### src/rtl/seq_div.sv
// Multi-cycle restoring integer divider, one quotient bit per clock, signed or
// unsigned per operation, with valid/ready handshakes on both sides.
module seq_div #(
   parameter int N = 32
) (
   input  logic         clk,
   input  logic         rst,
   input  logic         in_valid,
   output logic         in_ready,
   input  logic         signed_mode,
   input  logic [N-1:0] dividend,
   input  logic [N-1:0] divisor,
   output logic         out_valid,
   input  logic         out_ready,
   output logic [N-1:0] quotient,
   output logic [N-1:0] remainder,
   output logic         div_by_zero,
   output logic         overflow
);

   localparam int CNT_W = $clog2(N + 1);
   localparam logic [N-1:0] ONE     = N'(1);
   localparam logic [N-1:0] MIN_VAL = {1'b1, {(N-1){1'b0}}};

   // Handshake: a transfer happens on any rising edge where valid and ready
   // are both high; out_valid holds with stable data until out_ready.
   typedef enum logic [1:0] {IDLE, CALC, FIX, DONE} state_t;

   state_t           state;
   logic [N-1:0]     mag_dv;
   logic [N-1:0]     dq;
   logic [N-1:0]     rem;
   logic [N-1:0]     dd_raw;
   logic             sign_q;
   logic             sign_r;
   logic             dbz;
   logic             ovf;
   logic [CNT_W-1:0] cnt;

   logic [N-1:0]     mag_dd_in;
   logic [N-1:0]     mag_dv_in;
   logic [N:0]       rem_sh;
   logic [N:0]       trial;

   always_comb begin
      mag_dd_in = (signed_mode && dividend[N-1]) ? (~dividend) + ONE : dividend;
      mag_dv_in = (signed_mode && divisor[N-1])  ? (~divisor) + ONE  : divisor;
      rem_sh    = {rem, dq[N-1]};
      trial     = rem_sh - {1'b0, mag_dv};
   end

   always_ff @(posedge clk) begin
      if (rst) begin
         state       <= IDLE;
         in_ready    <= 1'b1;
         out_valid   <= 1'b0;
         quotient    <= '0;
         remainder   <= '0;
         div_by_zero <= 1'b0;
         overflow    <= 1'b0;
         mag_dv      <= '0;
         dq          <= '0;
         rem         <= '0;
         dd_raw      <= '0;
         sign_q      <= 1'b0;
         sign_r      <= 1'b0;
         dbz         <= 1'b0;
         ovf         <= 1'b0;
         cnt         <= '0;
      end else begin
         case (state)
            IDLE: begin
               if (in_valid) begin
                  mag_dv   <= mag_dv_in;
                  dq       <= mag_dd_in;
                  rem      <= '0;
                  dd_raw   <= dividend;
                  sign_q   <= signed_mode & (dividend[N-1] ^ divisor[N-1]);
                  sign_r   <= signed_mode & dividend[N-1];
                  dbz      <= (divisor == '0);
                  ovf      <= signed_mode && (dividend == MIN_VAL) && (divisor == '1);
                  cnt      <= CNT_W'(N);
                  in_ready <= 1'b0;
                  state    <= CALC;
               end
            end
            CALC: begin
               // The dividend shifts out of dq while quotient bits shift in.
               if (!trial[N]) begin
                  rem <= trial[N-1:0];
                  dq  <= {dq[N-2:0], 1'b1};
               end else begin
                  rem <= rem_sh[N-1:0];
                  dq  <= {dq[N-2:0], 1'b0};
               end
               cnt <= cnt - CNT_W'(1);
               if (cnt == CNT_W'(1)) state <= FIX;
            end
            FIX: begin
               if (dbz) begin
                  quotient  <= '1;
                  remainder <= dd_raw;
               end else if (ovf) begin
                  quotient  <= MIN_VAL;
                  remainder <= '0;
               end else begin
                  quotient  <= sign_q ? (~dq) + ONE : dq;
                  remainder <= sign_r ? (~rem) + ONE : rem;
               end
               div_by_zero <= dbz;
               overflow    <= ovf & ~dbz;
               out_valid   <= 1'b1;
               state       <= DONE;
            end
            DONE: begin
               if (out_ready) begin
                  out_valid <= 1'b0;
                  in_ready  <= 1'b1;
                  state     <= IDLE;
               end
            end
            default: state <= IDLE;
         endcase
      end
   end

endmodule

### config.mk
export PLATFORM = sky130hd
export DESIGN_NAME = seq_div
export DESIGN_NICKNAME = d
export VERILOG_FILES = /design/src/rtl/seq_div.sv
export SDC_FILE = /design/constraint.sdc
export NUM_CORES = 1
export LEC_CHECK = 0
export CAP_MARGIN = 20
export CORE_UTILIZATION = 57
export CTS_BUF_LIST = sky130_fd_sc_hd__clkbuf_4 sky130_fd_sc_hd__clkbuf_8 sky130_fd_sc_hd__clkbuf_16
export CTS_CLUSTER_DIAMETER = 40
export CTS_CLUSTER_SIZE = 28
export DETAILED_ROUTE_END_ITERATION = 10
export GPL_ROUTABILITY_DRIVEN = 0
export PLACE_DENSITY = 0.92
export SETUP_SLACK_MARGIN = 0.2
export SYNTH_ARGS = -nofsm -noshare
export SYNTH_HDL_FRONTEND = slang
export SYNTH_SLANG_ARGS = --single-unit
### constraint.sdc
create_clock -name clk -period 3.7 [get_ports clk]
set_input_delay 0.555 -clock clk [delete_from_list [all_inputs] [get_ports clk]]
set_output_delay 0.555 -clock clk [all_outputs]
set_load 0.005 [all_outputs]
==> metrics.cfg <==
[floorplan]
io-pin-count=137
initial_utilization_pct=58.9
dieWidth_um=147
rows=52
core_um2=20500
die-area_um2=21700
die_y_um=147

[job]
drv_cap=0

[clock_tree]
clock_latency_ps=550
cts.sinks=208
cts_max_level=1
cts_buffers=29
clock_path_buffers=3
cts_setup_buffers=0
tritoncts=built
postCtsHoldBufs=0
cts_resized=0
cts.root.buffer_cell=clkbuf_16
clk_pin_slew_ps=70

[sta]
period_minus_slack_ps=3410
worst_slew_pin_slew_ps=1070
max_freq_mhz=293
hold_viol_final=0
finalSetupTns_ps=0
maxSlewHeadroom_pct=28.9
slew_viol_final=0
min_period_over_period_pct=92.1
worst_slack_ps=293
finalSetupViolations=0
rsz0062_at_grt=false
hold_slack_ps=257
clock_skew_ps=11.5

[pwr]
power_switching_mw=3.84
combPwrFrac_pct=38.8
peakVddDrop_v=0.000369
swShare_pct=39.2
p_leak_nw=5.76
seq_power_share_pct=31.7
p_int_mw=5.96
power.density_nw_per_um2=664
power_frac_clock_pct=29.5

[route]
num_vias=12439
finalWirelength_um=36300
wl_per_cell_um=18.9
drt_iter0_drc=1749
ant_nets=0
drc=1
firstDrtPassIters=11
avgViaCountPerCell=6.48

[placed_design]
dpl.hpwl_um=25000
place_area_um2=13700
place_ws_ps=95.2
io_buffers=136

[synthesis]
synth_warnings=0
synth.area.top_cells=dfxtp_1 (35%), nor2_1 (6.5%), xnor2_1 (5.4%), nand2_1 (5.2%), xor2_1 (4.9%)
synthDominantCellAreaShare_pct=34.5
synth-simple-area-share_pct=20.0
ys.flop_type=dfxtp_1
synth_top_family_by_area=compound AO/OA/AOI/OAI gates
synth_edf_count=0
synth.avg_cell_area_um2=7.94
synth_fa_ha_area_share_pct=4.63
synth_xor_area_share_pct=10.3
yosys.cell_types.count=71
syn-num-nets=1633
yosysSeqAreaShare_pct=34.5
synth.area.mux_share_pct=0.519
async_flop_share_pct=0
synth_seq_cells=208
synth_area_um2=12100
synthCells=1520
synth_compound_area_share_pct=25.0
yosys.area.top_type=dfxtp_1

[critical_path]
end_kind=flip-flop
path_buf_inv=1
critPathLaunchType=flip-flop
arrival_ps=3880
slowest_delay_ps=460
crit_fanout=3
crit_chain=inv_1, ha_1, nor2b_1, o31a_1, o31ai_1, nand2b_1, a21oi_1, o21ai_0, a31o_2, o311ai_1, mux2_2, o221ai_1
cp_top_family=compound AO/OA/AOI/OAI gates
critPathKind=flip-flop to flip-flop
crit_required_ps=4170
critPathSlowestCell=dfxtp_1

[grt]
grt_pass1_wl_um=57800
grt-ovfl-total=0
track_usage_pct=32.5
grt_max_degree=100
grt_pass1_vias=11546
antenna_found_initial=0

[final_layout]
multi_input_area_um2=7330
seq_area_um2=4170
drive_above_1_share_pct=7.33
nNetsFinal=1740
final_area_um2=14800
area_growth_pct=22.4
fillers=1526
fin_util_pct=72.1
diodes=0
layout_common_cells=nor2_1 (207), dfxtp_1 (207), nand2_1 (168)

[min_path]
hold_class=primary input to flip-flop

[status]
status=finished with violations
violations=design-rule violations

==> area by class of cell <==
type	count	share of cell area, %
Multi-Input combinational cell	1154	49.7
Sequential cell	208	28.2
Timing Repair Buffer	176	11.3
Clock buffer	30	4.97
Tap cell	270	2.29
Clock inverter	24	2.08
Inverter	58	1.47
==> metal layers <==
layer	up-vias	track usage [%]	wire length (um)
met5	-	0	0
met4	0	15.5	1680
met3	153	4.35	3710
met2	776	55.5	17200
met1	5775	40.5	13700
li1	5735	-	-
==> worst paths after layout <==
kind,from,to,slack (ps),cells past startpoint
worst max register to register,mag_dv[1],rem[15],290,12
worst min-delay path,rst,mag_dv[0],260,2
worst max-delay path,mag_dv[1],rem[15],290,12
worst min register to register,mag_dv[31],mag_dv[31],450,2
==> registers in the layout (all words and copies together) (netlist names), 2 cells and up <==
signal	cells
mag_dv	32
remainder	32
cnt	6
state	2
rem	32
quotient	32
dd_raw	32
dq	32
==> logic make-up after synthesis <==
group	after synthesis
buf+inv	158
flops	208
mux	6
fa+ha+maj	44
xor+xnor	142
compound gates	433
simple gates	529
==> cells in the mapped netlist (5+ instances only) <==
master / n
inv_1: 57
a31oi_1: 8
o21a_1: 7
a311oi_1: 6
o22ai_1: 29
a22o_1: 11
o31ai_1: 26
or4_1: 14
nand2b_1: 14
a21oi_1: 100
buf_1: 6
and3_1: 7
or3_1: 13
nor3_1: 28
ha_1: 43
nand4_1: 12
nor4_1: 15
a211oi_1: 33
buf_2: 5
a222oi_1: 58
nor2_1: 209
and2_1: 8
o41ai_1: 13
o21ai_0: 80
a21o_1: 18
nand2_1: 168
nor3b_1: 6
clkbuf_1: 89
nand3_1: 9
nor2b_1: 7
xnor2_1: 75
a221oi_1: 5
dfxtp_1: 208
xor2_1: 67
==> power by group through the flow <==
stage	Clock, mW	Combinational [mW]	Sequential [mW]
4_1_cts	2.90	3.72	3.10
3_5_place_dp	0	3.65	3.14
5_1_grt	3.01	4.13	3.16
2_1_floorplan	0	2.59	3.04
6_report	2.89	3.80	3.11
3_3_place_gp	0	3.52	3.11
==> worst register-to-register path: cells and delay by family, from the launching register on <==
kind / cells / cell delay (ps)
flops: 1 / 460
simple gates: 2 / 240
buf+inv: 1 / 90
fa+ha+maj: 1 / 300
compound gates: 7 / 1840
mux: 1 / 390
==> through the flow <==
step	std cells	power (mW)
global route	1920	10.3
detailed placement	1866	6.79
floorplan	1520	5.64
finish	1920	9.80
global placement	1866	6.63
CTS	1920	9.72
Power figures use the tool's default switching activity.
